$ cat src/rtl/manchester_frame_decoder.sv
// rtl/manchester_frame_decoder.sv - Manchester bit/frame recovery: sync hunt, length byte, payload hand-off
module manchester_frame_decoder #(
  parameter logic [7:0] SYNC_WORD = 8'hD5,
  parameter int         MAX_BYTES = 16,
  parameter int         TIMEOUT   = 40
) (
  input  logic       clk,
  input  logic       globalResetN,
  input  logic       manIn,
  input  logic       delayPulse,
  input  logic       dataReady,
  output logic [7:0] dataOut,
  output logic       dataValid,
  output logic [7:0] frameLen,
  output logic       frameStart,
  output logic       frameEnd,
  output logic       frameErr
);
  localparam int                IDLE_W    = $clog2(TIMEOUT + 1);
  localparam logic [IDLE_W-1:0] IDLE_LAST = IDLE_W'(TIMEOUT - 1);
  localparam logic [IDLE_W-1:0] IDLE_ONE  = IDLE_W'(1);
  localparam logic [7:0]        MAX_LEN   = 8'(MAX_BYTES);

  typedef enum logic [1:0] {HUNT, LEN, DATA} stateT;

  stateT             state, stateNext;
  logic [7:0]        shreg, shregNext, shifted;
  logic [2:0]        bitCnt, bitCntNext;
  logic [7:0]        remain, remainNext;
  logic [IDLE_W-1:0] idleCnt, idleNext;
  logic [7:0]        dataOutNext, frameLenNext;
  logic              dataValidNext, startNext, endNext, errNext;
  logic              goHunt;

  always_ff @(posedge clk or negedge globalResetN) begin
    if (!globalResetN) begin
      state      <= HUNT;
      shreg      <= '0;
      bitCnt     <= '0;
      remain     <= '0;
      idleCnt    <= '0;
      dataOut    <= '0;
      dataValid  <= 1'b0;
      frameLen   <= '0;
      frameStart <= 1'b0;
      frameEnd   <= 1'b0;
      frameErr   <= 1'b0;
    end else begin
      state      <= stateNext;
      shreg      <= shregNext;
      bitCnt     <= bitCntNext;
      remain     <= remainNext;
      idleCnt    <= idleNext;
      dataOut    <= dataOutNext;
      dataValid  <= dataValidNext;
      frameLen   <= frameLenNext;
      frameStart <= startNext;
      frameEnd   <= endNext;
      frameErr   <= errNext;
    end
  end

  always_comb begin
    stateNext     = state;
    shregNext     = shreg;
    bitCntNext    = bitCnt;
    remainNext    = remain;
    idleNext      = idleCnt;
    dataOutNext   = dataOut;
    dataValidNext = dataValid;
    frameLenNext  = frameLen;
    startNext     = 1'b0;
    endNext       = 1'b0;
    errNext       = 1'b0;
    goHunt        = 1'b0;
    shifted       = {shreg[6:0], manIn};

    // A byte loaded below overrides this clear, so a same-cycle handshake is never an overrun.
    if (dataValid && dataReady) dataValidNext = 1'b0;

    case (state)
      HUNT: begin
        idleNext = '0;
        if (delayPulse) begin
          shregNext = shifted;
          if (shifted == SYNC_WORD) begin
            stateNext  = LEN;
            bitCntNext = '0;
            startNext  = 1'b1;
          end
        end
      end
      LEN, DATA: begin
        if (delayPulse) begin
          idleNext   = '0;
          shregNext  = shifted;
          bitCntNext = bitCnt + 3'd1;
          if (bitCnt == 3'd7) begin
            if (state == LEN) begin
              frameLenNext = shifted;
              if (shifted == 8'd0 || shifted > MAX_LEN) begin
                errNext = 1'b1;
                goHunt  = 1'b1;
              end else begin
                remainNext = shifted;
                stateNext  = DATA;
              end
            end else if (dataValid && !dataReady) begin
              errNext = 1'b1;
              goHunt  = 1'b1;
            end else begin
              dataOutNext   = shifted;
              dataValidNext = 1'b1;
              remainNext    = remain - 8'd1;
              if (remain == 8'd1) begin
                endNext = 1'b1;
                goHunt  = 1'b1;
              end
            end
          end
        end else if (idleCnt == IDLE_LAST) begin
          errNext = 1'b1;
          goHunt  = 1'b1;
        end else begin
          idleNext = idleCnt + IDLE_ONE;
        end
      end
      default: goHunt = 1'b1;
    endcase

    if (goHunt) begin
      stateNext  = HUNT;
      shregNext  = '0;
      bitCntNext = '0;
      idleNext   = '0;
    end
  end
endmodule

$ cat config.mk
export PLATFORM = sky130hd
export DESIGN_NAME = manchester_frame_decoder
export DESIGN_NICKNAME = d
export VERILOG_FILES = /design/src/rtl/manchester_frame_decoder.sv
export SDC_FILE = /design/constraint.sdc
export NUM_CORES = 1
export LEC_CHECK = 0
export CAP_MARGIN = 20
export CORE_MARGIN = 3
export CORE_UTILIZATION = 45
export DETAILED_ROUTE_END_ITERATION = 16
export GPL_ROUTABILITY_DRIVEN = 0
export PLACE_DENSITY = 0.73
export SLEW_MARGIN = 20
export SYNTH_ARGS = -nofsm -noshare
export SYNTH_HDL_FRONTEND = slang
export SYNTH_SLANG_ARGS = --single-unit
export TNS_END_PERCENT = 100
$ cat constraint.sdc
create_clock -name clk -period 2 [get_ports clk]
set_input_delay 0.2 -clock clk [delete_from_list [all_inputs] [get_ports clk]]
set_output_delay 0.2 -clock clk [all_outputs]
set_load 0.03 [all_outputs]
After elaboration in Yosys (flattened, before gate mapping)
Index checks and enable logic that the tools add are counted.
Storage, ports and cells
  register bits: 46
  memories kept: 0
  bits in writable memories: 0
  ROM bits: 0
  word-level logic and storage cells: 100
  bits in latches: 0
  output and inout bits: 20
Operators by class
  $mul: 0
  muxes and demuxes: 50
  shift-type cells: 0
  add/sub/neg operators: 3
  div/mod/pow operators: 0
  reductions and logical operators: 18
  bitwise gates (word level): 2
  equality and inequality tests: 15
  order comparisons: 1
Operators with widths (number)
  $mux 1: 26
  $mux 8: 3
  $mux 7: 3
  $mux 6: 3
  $ne 3x3->1 const B: 6
  $mux 2: 7
  $mux 3: 4
  $pmux 6 s2: 1
  $reduce_and 5->1: 2
  $eq 8x1->1 const B: 1
  $eq 8x8->1 const B: 1
  $gt 8x5->1 const B: 1
  $logic_not 8->1: 1
  $reduce_and 4->1: 2
  $sub 8x1->8 const B: 1
  $reduce_and 7->1: 1
  $add 6x1->6 const B: 1
  $eq 6x6->1 const B: 1
  $pmux 3 s2: 1
  $ne 2x2->1 const B: 2
  $ne 4x4->1 const B: 1
  $pmux 2 s2: 1
  $reduce_and 2->1: 2
  $reduce_bool 2->1: 2
  13 further kinds: 15

Depth between registers and ports, before layout
Gate-level depths: netlist of run 1.
  depth after elaboration: 9
  depth in mapped cells: 8
  depth with buffers taken out: 7

Worst setup path before layout of run 1
Ideal clock, no wire load.
  path kind: flip-flop to flip-flop
  start: register state[1]
  end: register remain[0]
  period minus slack after synthesis: 1.959 ns
  setup time: 0.124 ns
  path buffers: 0
  slack: 0.041 ns
  data arrival time: 1.835 ns
  stages on the path, launching flop included: 8
  cells stage by stage: dfrtp_1 > inv_1 > ha_1 > inv_1 > nor4_2 > a21o_2 > nand2_1 > a211o_1
On the way
  word-level cells in the longest chain between the ends: 3
RTL lines
  start: declaration: line 26  | stateT state, stateNext;
  start signal: assignment: line 49  | state <= stateNext;
  $eq 2x1->1 / $eq 2x2->1 (equally long branches): line 81, 99
  $ne 2x2->1 (no line) / $reduce_or 2->1 (equally long branches)
  $reduce_and 5->1 (no line)
  end signal: assignment: line 52  | remain <= remainNext;
  end: declaration: line 29  | logic [7:0] remain, remainNext;
Several ways; a longest one is shown, not always the timed one.
A chain may end at the register's enable or synchronous reset.

Worst setup path after layout of run 1
  start: register state[0]
  end: register remain[0]
Same word-level chain as after synthesis.

==> out/results.ini, run 1 <==
[outcome]
status=finished, final reports clean

[pwr]
ir_drop_v=0.000788
p_clk_share_pct=26.2
p_sw_share_pct=32.5
power.density_mw_per_mm2=900
p_switching_uw=846
total_power_uw=2600
p_comb_share_pct=33.6
power_frac_seq_pct=40.2
leakagePower_uw=0.00137
internal_power_uw=1760

[cts]
h-tree-depth=2
clk_path_buf_depth=2
cts-resized-gates=0
cts_tree=yes
clock_latency_ps=300
clock-root-buffer=clkbuf_8
clkSlewWorstSetupHoldPaths_ps=80
cts_sinks=46
cts_made_buffers=5

[logic_synthesis]
yosysUniqueCellTypes=47
synth_cells=206
synthTopCellsByCount=dfrtp_1 (46), nor2_1 (22), mux2_2 (16)
async_reset_ff_share_pct=100
synth_flop_cell=dfrtp_1
syn_nets=220
yosys-top-cells-area=dfrtp_1 (51%), mux2_2 (8.0%), ha_1 (5.0%)
netlist_area_mm2=0.00226
avgSynthCellArea_um2=11.0
synth.most_common_cell=dfrtp_1
synth.yosys.seq_area_share_pct=51.0
yosysTopAreaCell=dfrtp_1
yosysTopAreaCellShare_pct=51.0
synth_edf_count=0
yosysWarnings=0
synth_seq_cells=46

[timing]
slew_violations=0
setup_viol=0
maxSlewHeadroom_pct=72.1
fin_crit_ps=1940
clock_skew_ps=5.82
fin_tns_setup_ps=0
final_hold_viol_count=0
worstMarginPinSlew_ps=408
hold_ws_ps=364
rsz0062_at_grt=false
worst_slack_ps=57.5
fin_crit_sh_pct=97.1
fmax_mhz=515

[global_routing]
grt_util_all_layers_pct=18.2
grt_pass1_vias=1786
antenna_found_initial=0
grt_pass1_wl_um=8390
grt_max_degree=29
grt-ovfl-total=0

[finish]
area_growth_pct=28.1
n_fill_cell=395
nets=272
drive_gt1_share_pct=21.6
final_util_pct=60.4
insertedDiodeCount=0

[placement]
place_ws_ps=-46.1
portBuffers=24
dpl.hpwl_um=3680

[floorplan]
placementRows=25
die_area_mm2=0.00590
coreArea_mm2=0.00479
start_util_pct=47.2
fp.dieH_um=76.8
die_w_um=76.8
num_io_pins=25

[setup_path]
critical_path_class=flop to flop
worstPathMaxFanout=6
cp-start-kind=flop
end_kind=flop
crit_required_ps=2190
cp_data_arrival_time_ps=2130

[detailed_routing]
drt-initial-drc-count=118
wirelength_um=5010
wl_per_cell_um=15.4
drc=0
dr.pass1.iters=4
vias=1745
avgViaCountPerCell=5.35
drtAntennaViolNets=0

[flow_run]
maxCapViolations=0

[min_path]
hp-class=primary input to asynchronous set/reset pin

[metrics by stage]
| stage | cells | instance area [µm²] |
|---|---|---|
| floorplan | 206 | 2260 |
| global placement | 316 | 2750 |
| detailed placement | 316 | 2750 |
| CTS | 326 | 2890 |
| global route | 326 | 2890 |
| finish | 326 | 2890 |
[final timing paths]
| kind | startpoint | end | slack, ps | cells past startpoint |
|---|---|---|---|---|
| min reg2reg | idleCnt[0] | idleCnt[0] | 460 | 1 |
| max | state[0] | remain[0] | 60 | 8 |
| min | globalResetN | dataOut[6] | 360 | 2 |
| min in group clk | idleCnt[0] | idleCnt[0] | 460 | 1 |
| max reg2reg | state[0] | remain[0] | 60 | 8 |
| max in group asynchronous | globalResetN | shreg[5] | 920 | 3 |
[cell families (layout without fill, tap and decap cells)]
group,Yosys count,count (layout),synth area share [%]
AND/OR/NAND/NOR,67,67,14.9
XOR/XNOR,5,5,1.94
buffers and inverters,16,69,2.77
multiplexers,24,24,11.5
flip-flops,46,46,51.0
adder cells (fa/ha/maj),9,9,4.99
AO/OA/AOI/OAI,39,39,12.9
[worst max-delay path, stage by stage, from the launching register on]
cell	delay [ps]
dfrtp_1	430
ha_1	240
inv_1	150
nor4_2	70
buf_4	170
a21oi_2	300
buf_4	180
nor4_1	40
a211o_1	270
[flip-flops by register name, summed over array words and instances, names as in the netlist]
| register | cells |
|---|---|
| dataOut | 8 |
| frameLen | 8 |
| remain | 8 |
| shreg | 7 |
| idleCnt | 6 |
| bitCnt | 3 |
| state | 2 |
| dataValid | 1 |
| frameEnd | 1 |
| frameErr | 1 |
| frameStart | 1 |
[power by group through the flow]
stage                     logic (µW)  clock network [µW]  registers [µW]
after detailed placement         796                   0            1070
after global placement           778                   0            1060
after global routing             946                 744            1060
after CTS                        865                 702            1050
final                            876                 681            1050
after floorplan                  465                   0            1070
[cell usage in the layout, fill, tap and decap left out, types with 2 or more instances in the layout]
master	n
xnor2_1	3
and3_1	3
dfrtp_1	46
o22ai_1	4
nor4_2	2
nor4_1	4
mux2_2	16
nand3_1	8
a211oi_1	3
nor2_1	22
clkdlybuf4s50_1	23
and2_1	2
nor3_1	4
a21oi_1	7
xor2_1	2
buf_12	2
inv_1	10
o31ai_1	4
o2bb2ai_1	2
nand2b_1	4
ha_1	9
nand2_1	12
mux2i_1	8
o21ai_0	3
clkbuf_8	5
buf_4	24
[layer usage]
| layer | GRT usage, % | part of all wire (%) |
|---|---|---|
| met5 | 0 | 0 |
| met4 | 7.61 | 2.1 |
| met3 | 5.40 | 4.6 |
| met2 | 28.3 | 47 |
| met1 | 23.7 | 47 |
[what timing repair did]
item | 4_1_cts | 5_1_grt
setup endpoints to repair | 4 | 3
pin swaps | 1 | 1
hold endpoints to repair | 18 | 0
hold buffers | 1 | 0
buffers inserted | 1 | 0
[final cells by class]
| cell class | instances | area [µm²] | area share, % |
|---|---|---|---|
| Sequential cell | 46 | 1150 | 39.8 |
| Timing Repair Buffer | 51 | 465 | 16.1 |
| Multi-Input combinational cell | 144 | 1040 | 36.1 |
| Clock inverter | 2 | 37.5 | 1.30 |
| Inverter | 10 | 37.5 | 1.30 |
| Clock buffer | 6 | 72.6 | 2.51 |
| Tap cell | 67 | 83.8 | 2.90 |
Power figures use the tool's default switching activity.
==> run 2: changes to the inputs <==
--- a/config.mk
+++ b/config.mk
@@ -7,10 +7,10 @@
 export LEC_CHECK = 0
 export CAP_MARGIN = 20
 export CORE_MARGIN = 3
-export CORE_UTILIZATION = 45
+export CORE_UTILIZATION = 50
 export DETAILED_ROUTE_END_ITERATION = 16
 export GPL_ROUTABILITY_DRIVEN = 0
-export PLACE_DENSITY = 0.73
+export PLACE_DENSITY = 0.79
 export SLEW_MARGIN = 20
 export SYNTH_ARGS = -nofsm -noshare
 export SYNTH_HDL_FRONTEND = slang
==> run 2 against run 1 <==
Against the previous run: clock skew decreased by 2.3 ps; final area decreased by 1.6%; register-to-register slack improved by 40 ps; hold slack got worse by 12 ps; via count increased by 0.23%; maximum frequency increased by 2.1%; combinational power decreased by 7.9%; sequential power about the same; non-clock buffer count decreased by 3; first-iteration DRC count increased by 12%; final cell count decreased by 5.8%.
==> out/results.ini, run 2 (same netlist as run 1, synthesis figures left out) <==
[outcome]
status=finished, final reports clean

[setup_path]
reg2reg_from=state[1]
critical_path_class=flop to flop
max_stage_delay_ps=390
cp-start-kind=flop
critPathTopFamily=compound AO/OA/AOI/OAI gates
cp_data_arrival_time_ps=2090
reg2reg_to=shreg[6]
end_kind=flop
rrSetupSlack_ps=100
crit_required_ps=2190
worstPathMaxFanout=5
crit_top_cell=inv_1
critPathBufInv=3
path_cells=inv_1 > ha_2 > inv_1 > and2_1 > a221o_1 > buf_4 > a21boi_2 > nor2_1
r2r_cells=8
crit_slowest_cell=dfrtp_1

[cts]
clkSlewWorstSetupHoldPaths_ps=90
clock-root-buffer=clkbuf_8
cts_made_buffers=5
cts_tree=yes
clk_path_buf_depth=2
cts_sinks=46
h-tree-depth=2
clock_latency_ps=300

[finish]
seq_area_mm2=0.00115
insertedDiodeCount=0
drive_gt1_share_pct=22.6
reg.largest.list=dataOut (8), frameLen (8), remain (8)
area_growth_pct=26.1
nets=270
final-instance-count-excl-fill=307
final_cell_mix=dfrtp_1 (45), clkdlybuf4s50_1 (23), buf_4 (23)
n_fill_cell=323
final_common_cell=dfrtp_1
multi_input_area_mm2=0.00106

[timing]
fin_crit_ps=1900
maxSlewHeadroom_pct=70.0
slew_violations=0
clock_skew_ps=3.56
setup_viol=0
fin_crit_sh_pct=95.1
worst_slack_ps=98.3
final_hold_viol_count=0
fmax_mhz=526
worstMarginPinSlew_ps=449
hold_ws_ps=352

[detailed_routing]
avgViaCountPerCell=5.70
vias=1749
drt-initial-drc-count=132
drc=0
wl_per_cell_um=16.0
dr.pass1.iters=4
wirelength_um=4910
drtAntennaViolNets=0

[floorplan]
start_util_pct=54.1
die_w_um=73.2
coreArea_mm2=0.00417
die_area_mm2=0.00536
fp.dieH_um=73.2
placementRows=23
num_io_pins=25

[global_routing]
grt_pass1_vias=1750
antenna_found_initial=0
grt_max_degree=30
grt_util_all_layers_pct=19.8
grt-ovfl-total=0
grt_pass1_wl_um=8120

[flow_run]
maxCapViolations=0

[min_path]
hp-class=primary input to asynchronous set/reset pin

[placement]
dpl.cell_count=295
place_ws_ps=20.4
dpl.hpwl_um=3440
portBuffers=24

[pwr]
power.density_mw_per_mm2=898
ir_drop_v=0.000637
leakagePower_uw=0.00135

-- run 2: stage by stage --
stage                     TNS (ps)  total power, µW  cell area [µm²]  util [%]
final                            0             2560             2850      68.2
after global routing          -117             2710             2850      68.2
after CTS                        0             2520             2810      67.4
after detailed placement         0             1820             2690      64.4
after global placement           0             1800             2690      64.4
after floorplan                  0             1530             2260         -
-- run 2: layout make-up --
cell class / count / area share (%)
sequential: 46 / 40.5
multi-input combinational: 145 / 37.4
timing repair buffer: 48 / 14.7
clock buffer: 5 / 2.42
tap: 50 / 2.20
clock inverter: 3 / 1.54
inverter: 10 / 1.32
-- run 2: power breakdown --
part / total (µW) / switching [µW] / internal [µW]
combinational: 807 / 466 / 341
sequential: 1060 / 65.0 / 991
clock: 695 / 321 / 374
-- run 2: worst max-delay path by stage --
stage,from,to,cells after the start
floorplan,state[1],remain[0],7
global placement,manIn,state[0],7
detailed placement,manIn,bitCnt[1],6
CTS,state[0],bitCnt[1],7
global route,state[1],state[1],8
finish,state[1],shreg[6],8
-- run 2: worst reg2reg max path, delay by kind of cell (launching register included) --
family / cells / cell delay (ps)
buffers and inverters: 3 / 330
AND/OR/NAND/NOR: 2 / 270
adder cells (fa/ha/maj): 1 / 190
flip-flops: 1 / 390
AO/OA/AOI/OAI: 2 / 610
-- run 2: routing by layer --
layer	up-vias	routed length, µm	GRT usage, %
li1	842	-	-
met1	858	2230	27.1
met2	39	2390	30.1
met3	10	214	5.92
met4	0	80	6.56
met5	-	0	0
-- run 2: what timing repair did --
action	in CTS	in global routing
hold buffers	1	0
setup buffers	0	2
setup endpoints to repair	0	11
hold endpoints to repair	17	0
resized for setup	0	3
